[src/rtl/snake_game_pkg.sv]
// Shared game-state definitions for the sequencer and the colour stage.
// The M_STATE encoding here is the contract with the VGA colour path.
package snake_game_pkg;

    // Width of the M_STATE bus
    localparam int unsigned STATE_W   = 2;
    // Width of the SCORE bus
    localparam int unsigned SCORE_W   = 8;
    // Width of the WIN-animation frame counter
    localparam int unsigned WIN_CNT_W = 16;

    // Code 2'b11 is deliberately left unnamed; the sequencer treats it as illegal
    typedef enum logic [STATE_W-1:0] {
        ST_IDLE = 2'b00,
        ST_PLAY = 2'b01,
        ST_WIN  = 2'b10
    } game_state_e;

endpackage

[src/rtl/btn_edge_detect.sv]
// Button conditioner: two-flop synchroniser for an asynchronous raw button,
// followed by a registered rising-edge strobe. The strobe is high for one
// cycle, three clocks after the raw rise; a held button yields a single strobe.
module btn_edge_detect (
    input  logic i_clk,
    input  logic i_rst,
    input  logic i_btn,
    output logic o_edge
);

    // r_sync[0], r_sync[1] form the synchroniser; r_sync[2] is the previous level
    logic [2:0] r_sync;
    logic       r_edge;
    logic       w_rise;

    // Rising edge of the synchronised level
    assign w_rise = r_sync[1] & ~r_sync[2];

    // Synchroniser chain and registered edge strobe
    always_ff @(posedge i_clk) begin
        if (i_rst) begin
            r_sync <= '0;
            r_edge <= 1'b0;
        end else begin
            r_sync <= {r_sync[1:0], i_btn};
            r_edge <= w_rise;
        end
    end

    assign o_edge = r_edge;

endmodule

[src/rtl/game_state_sequencer.sv]
// Master game-state controller for the snake game.
// Sequences IDLE -> PLAY -> WIN/IDLE from button, score and collision events,
// drives the M_STATE bus to the colour stage, and issues GAME_RST / GAME_RUN to
// the snake and target logic. All outputs are registered: an event strobe
// sampled on one clock is visible on the outputs after that clock.
// Optional feature: define PAUSE_EN to add a pause toggle on BTN_PAUSE.
module game_state_sequencer
    import snake_game_pkg::*;
#(
    parameter int unsigned TARGET_SCORE = 10,
    parameter int unsigned WIN_FRAMES   = 600
) (
    input  logic               CLK,
    input  logic               RESET,
    input  logic               BTN_START,
    input  logic               BTN_PAUSE,
    input  logic               FRAME_TICK,
    input  logic               TARGET_HIT,
    input  logic               SNAKE_DEAD,
    output logic [STATE_W-1:0] M_STATE,
    output logic [SCORE_W-1:0] SCORE,
    output logic               GAME_RST,
    output logic               GAME_RUN
);

    localparam logic [SCORE_W-1:0]   LP_TARGET   = SCORE_W'(TARGET_SCORE);
    localparam logic [WIN_CNT_W-1:0] LP_WIN_LAST = WIN_CNT_W'(WIN_FRAMES - 1);

    // Registered state and outputs
    game_state_e          r_state;
    logic [SCORE_W-1:0]   r_score;
    logic                 r_game_rst;
    logic                 r_game_run;
    logic [WIN_CNT_W-1:0] r_win_cnt;

    // Next-state values
    game_state_e          w_state_next;
    logic [SCORE_W-1:0]   w_score_next;
    logic                 w_game_rst_next;
    logic                 w_game_run_next;
    logic [WIN_CNT_W-1:0] w_win_cnt_next;

    logic                 w_start_edge;
    logic [SCORE_W-1:0]   w_score_inc;
    // High when PLAY events (hit/death) are being acted on
    logic                 w_play_active;
    // Pause level the outputs will reflect after this clock
    logic                 w_pause_next;

    btn_edge_detect u_start_edge (
        .i_clk  (CLK),
        .i_rst  (RESET),
        .i_btn  (BTN_START),
        .o_edge (w_start_edge)
    );

`ifdef PAUSE_EN
    logic r_pause;
    logic w_pause_edge;

    btn_edge_detect u_pause_edge (
        .i_clk  (CLK),
        .i_rst  (RESET),
        .i_btn  (BTN_PAUSE),
        .o_edge (w_pause_edge)
    );

    assign w_play_active = ~r_pause;

    // Pause toggles only in PLAY and is dropped on any exit from PLAY
    always_comb begin
        w_pause_next = r_pause;
        if (r_state == ST_PLAY && w_pause_edge) begin
            w_pause_next = ~r_pause;
        end
        if (w_state_next != ST_PLAY) begin
            w_pause_next = 1'b0;
        end
    end

    // Pause flag register
    always_ff @(posedge CLK) begin
        if (RESET) begin
            r_pause <= 1'b0;
        end else begin
            r_pause <= w_pause_next;
        end
    end
`else
    // No pause hardware: the button is intentionally left unconnected
    logic w_unused_btn_pause;
    assign w_unused_btn_pause = BTN_PAUSE;
    assign w_play_active      = 1'b1;
    assign w_pause_next       = 1'b0;
`endif

    assign w_score_inc = r_score + 1'b1;

    // Next-state and registered-output logic for the game FSM
    always_comb begin
        w_state_next    = r_state;
        w_score_next    = r_score;
        w_game_rst_next = 1'b0;
        w_win_cnt_next  = r_win_cnt;

        case (r_state)
            ST_IDLE: begin
                if (w_start_edge) begin
                    w_state_next    = ST_PLAY;
                    w_score_next    = '0;
                    w_game_rst_next = 1'b1;
                end
            end

            ST_PLAY: begin
                // Death outranks a same-cycle hit so the displayed score is final
                if (w_play_active) begin
                    if (SNAKE_DEAD) begin
                        w_state_next = ST_IDLE;
                    end else if (TARGET_HIT) begin
                        w_score_next = w_score_inc;
                        if (w_score_inc == LP_TARGET) begin
                            w_state_next   = ST_WIN;
                            w_win_cnt_next = '0;
                        end
                    end
                end
            end

            ST_WIN: begin
                // A restart request beats the animation timeout
                if (w_start_edge) begin
                    w_state_next    = ST_PLAY;
                    w_score_next    = '0;
                    w_game_rst_next = 1'b1;
                end else if (FRAME_TICK) begin
                    if (r_win_cnt == LP_WIN_LAST) begin
                        w_state_next   = ST_IDLE;
                        w_win_cnt_next = '0;
                    end else begin
                        w_win_cnt_next = r_win_cnt + 1'b1;
                    end
                end
            end

            default: begin
                // Illegal code 2'b11: fall back to the start screen
                w_state_next   = ST_IDLE;
                w_win_cnt_next = '0;
            end
        endcase

        w_game_run_next = (w_state_next == ST_PLAY) && !w_pause_next;
    end

    // State and output registers
    always_ff @(posedge CLK) begin
        if (RESET) begin
            r_state    <= ST_IDLE;
            r_score    <= '0;
            r_game_rst <= 1'b0;
            r_game_run <= 1'b0;
            r_win_cnt  <= '0;
        end else begin
            r_state    <= w_state_next;
            r_score    <= w_score_next;
            r_game_rst <= w_game_rst_next;
            r_game_run <= w_game_run_next;
            r_win_cnt  <= w_win_cnt_next;
        end
    end

    assign M_STATE  = r_state;
    assign SCORE    = r_score;
    assign GAME_RST = r_game_rst;
    assign GAME_RUN = r_game_run;

endmodule
[config.mk]
export PLATFORM = sky130hd
export DESIGN_NAME = game_state_sequencer
export DESIGN_NICKNAME = d
export VERILOG_FILES = /design/src/rtl/snake_game_pkg.sv /design/src/rtl/btn_edge_detect.sv /design/src/rtl/game_state_sequencer.sv
export SDC_FILE = /design/constraint.sdc
export NUM_CORES = 1
export LEC_CHECK = 0
export BUFFER_PORTS_ARGS = -buffer_cell sky130_fd_sc_hd__buf_2
export CAP_MARGIN = 20
export CORE_MARGIN = 1.5
export CORE_UTILIZATION = 55
export CTS_BUF_LIST = sky130_fd_sc_hd__clkbuf_8
export DETAILED_ROUTE_END_ITERATION = 10
export PLACE_DENSITY_LB_ADDON = 0.05
export SLEW_MARGIN = 20
export SYNTH_ARGS = -nofsm -noshare
export SYNTH_HDL_FRONTEND = slang
export SYNTH_SLANG_ARGS = --single-unit
[constraint.sdc]
create_clock -name CLK -period 2.2 [get_ports CLK]
set_input_delay 0.66 -clock CLK [delete_from_list [all_inputs] [get_ports CLK]]
set_output_delay 0.66 -clock CLK [all_outputs]
set_load 0.01 [all_outputs]
==> out/metrics.yaml <==
drt:
  antenna_left: 0
  remaining_drc_errors: 0
  via_per_inst: 6.18
  num_vias: 1921
  drt_pre_antenna_iters: 4
  routedWlPerCell_um: 15.1
  detail_route.iter0.violations: 143
  routed_wl_um: 4710
final_layout:
  n_fill_cell: 258
  seqCellArea_um2: 642
  instances_no_fill: 311
  area_growth_pct: 22.9
  multi_input_area_um2: 1110
  fin_nets: 276
  n_antenna_cell: 0
  fin_util_pct: 72.3
  drive_gt1_share_pct: 22.5
synthesis:
  synth_edf_count: 0
  synthTopCellsByArea: "dfxtp_1, nand2_1, a21oi_1, o21ai_0, nor2_1"
  yosysTopAreaCellShare_pct: 35.4
  synthCells: 230
  synth_async_sr_flop_share_pct: 0
  netlist_area_um2: 1810
  synth.yosys.warnings: 0
  syn-num-nets: 240
  yosysTopAreaCell: "dfxtp_1"
  ys.flop_type: "dfxtp_1"
  yosysMostFrequentCell: "dfxtp_1"
  seq_area_frac_synth_pct: 35.4
  syn_avg_cell_area_um2: 7.87
  synth-seq-cells: 32
  yosys-top-cells-count: "dfxtp_1, nand2_1, a21oi_1"
  synth_cell_types: 51
setup_path:
  crit_top_cell: "buf_4"
  cp.buffers_inverters: 2
  arrival_ns: 2.29
  ff2ff_path_depth: 7
  r2r-end: "r_win_cnt[12]"
  r2r_slack_ns: 0.09
  critPathMaxFanout: 6
  start_kind: "flip-flop"
  crit_required_ns: 2.38
  r2r_start: "r_win_cnt[8]"
  cp_slowest_cell: "or4_1"
  worstSetupEndpointType: "flip-flop"
  cp_top_family: "compound AO/OA/AOI/OAI gates"
  slowest_delay_ns: 0.62
  path_cells: "or4_1 -> o41ai_4 -> buf_4 -> buf_4 -> a2111oi_0 -> o21ai_0 -> a21oi_1"
  critPathKind: "reg2reg"
sta:
  hold_slack_ns: 0.383
  max_slew_margin_pct: 58.7
  period_needed_ns: 2.11
  hold_violations: 0
  grt_setup_unrepaired: "false"
  skew_ns: 0.00666
  final-setup-viol-count: 0
  finalCritPeriodShare_pct: 96.0
  setup_slack_ns: 0.0882
  clock.fmax_mhz: 474
  worst_slew_pin_slew_ns: 0.619
  slew_viol_final: 0
floorplan:
  floorplan.rows: 20
  initial_core_util_pct: 58.8
  die_w_um: 60.4
  dieArea_um2: 3650
  coreArea_um2: 3080
  die_y_um: 60.4
  io_pins: 19
clock_tree:
  clk_path_buf_depth: 2
  root_buffer: "clkbuf_8"
  hold_buffers: 0
  insertion_delay_ns: 0.29
  cts_sinks: 32
  htreeDepth: 2
  cts_buffers: 5
  cts_tree: "done"
  path_clk_slew_ns: 0.07
place:
  dp.cells: 300
  post-place-ws_ns: -0.0296
  hpwl_um: 3260
  portBuffers: 17
  gp_congestion: 0.884
outcome:
  status: "completed"
pwr:
  ir_worst_vdd_mv: 0.606
  power_density_nw_per_um2: 528
  p_leak_nw: 0.809
  p_total_mw: 1.18
global_routing:
  grt_use_total_pct: 28.2
  grt_pass1_vias: 1729
  grt_max_degree: 24
  grt.overflow.total: 0
  antenna_found_initial: 0
  grt_pass1_wl_um: 7690
run:
  max_cap_viol_count: 0
hold_path:
  hold_path_depth: 1
  min_to: "u_start_edge.o_edge"
  hold_class: "reg2reg"
  hp-start: "u_start_edge.r_sync[2]"
## timing repair
| action | 4_1_cts | 5_1_grt |
|---|---|---|
| gates cloned | 1 | 0 |
| gates resized for setup | 3 | 5 |
| endpoints found under the setup margin | 1 | 13 |
| pin swaps | 1 | 0 |
| setup buffers | 2 | 0 |
## worst register-to-register path: cells and delay by family (launching register included)
family,cells,cell delay (ns)
compound gates,4,0.72
simple gates,1,0.62
flops,1,0.35
buf+inv,2,0.32
## worst max-delay path by stage
stage / from / endpoint / slack (ns) / cells past startpoint
global route: r_win_cnt[8] / r_win_cnt[3] / 0.02 / 7
finish: r_win_cnt[8] / r_win_cnt[12] / 0.09 / 7
floorplan: SNAKE_DEAD / SCORE[5] / 0.06 / 4
global placement: SNAKE_DEAD / SCORE[7] / -0.007 / 5
CTS: SCORE[0] / M_STATE[0] / 0.01 / 6
detailed placement: SNAKE_DEAD / SCORE[5] / -0.03 / 4
## where the power goes
group          leakage [nW]  switching [mW]  total, mW  internal, mW
clock                0.0593           0.223      0.554         0.331
sequential            0.259         0.00200      0.585         0.583
combinational         0.491          0.0216     0.0358        0.0142
total                 0.809           0.246       1.18         0.929
## placed cells by master, fill, tap and decap left out, types with 4 or more instances in the layout
cell       instances
nor2_1            18
buf_2             18
a21oi_1           20
o21ai_0           15
a31oi_1            6
nand3_1           10
nand2_1           27
buf_4             22
nand4_1            4
a2111oi_0          6
inv_1             10
nor2b_1            7
dfxtp_1           31
clkbuf_8           5
a21boi_0           4
## metal layers
metal  wire, um  vias up  track usage, %
met4        124        0            12.4
met1       1890      881            31.2
met3        314       20            7.04
met2       2380       93            50.8
met5          0        -               0
li1           -      927               -
## through the flow
step,instance area [um2],setup TNS [ns]
CTS,2210,0
global route,2220,0
global placement,2070,-0.00667
floorplan,1810,0
finish,2220,0
detailed placement,2070,-0.0584
## sequential cells by signal, indices dropped and copies added, names as in the netlist
name	flops
M_STATE	2
GAME_RUN	1
GAME_RST	1
u_start_edge.o_edge	1
SCORE	8
u_start_edge.r_sync	3
r_win_cnt	16
## layout make-up
class	count	area share, %
tap	44	2.47
timing repair buffer	41	12.4
multi-input combinational	177	49.9
sequential	32	28.9
clock buffer	5	3.09
inverter	9	1.52
clock inverter	3	1.74
## logic make-up (layout without fill, tap and decap cells)
group | Yosys count | count (layout) | share of synthesized area (%)
DFF | 32 | 32 | 35.4
and+or+nand+nor | 100 | 100 | 30.1
adders and majority gates | 3 | 3 | 2.07
xor gates and xnor gates | 1 | 1 | 0.484
buffers and inverters | 21 | 58 | 4.84
muxes | 2 | 2 | 1.11
AOI/OAI and AO/OA | 71 | 71 | 26.0
Note: power is estimated with default switching activity, not from simulation.
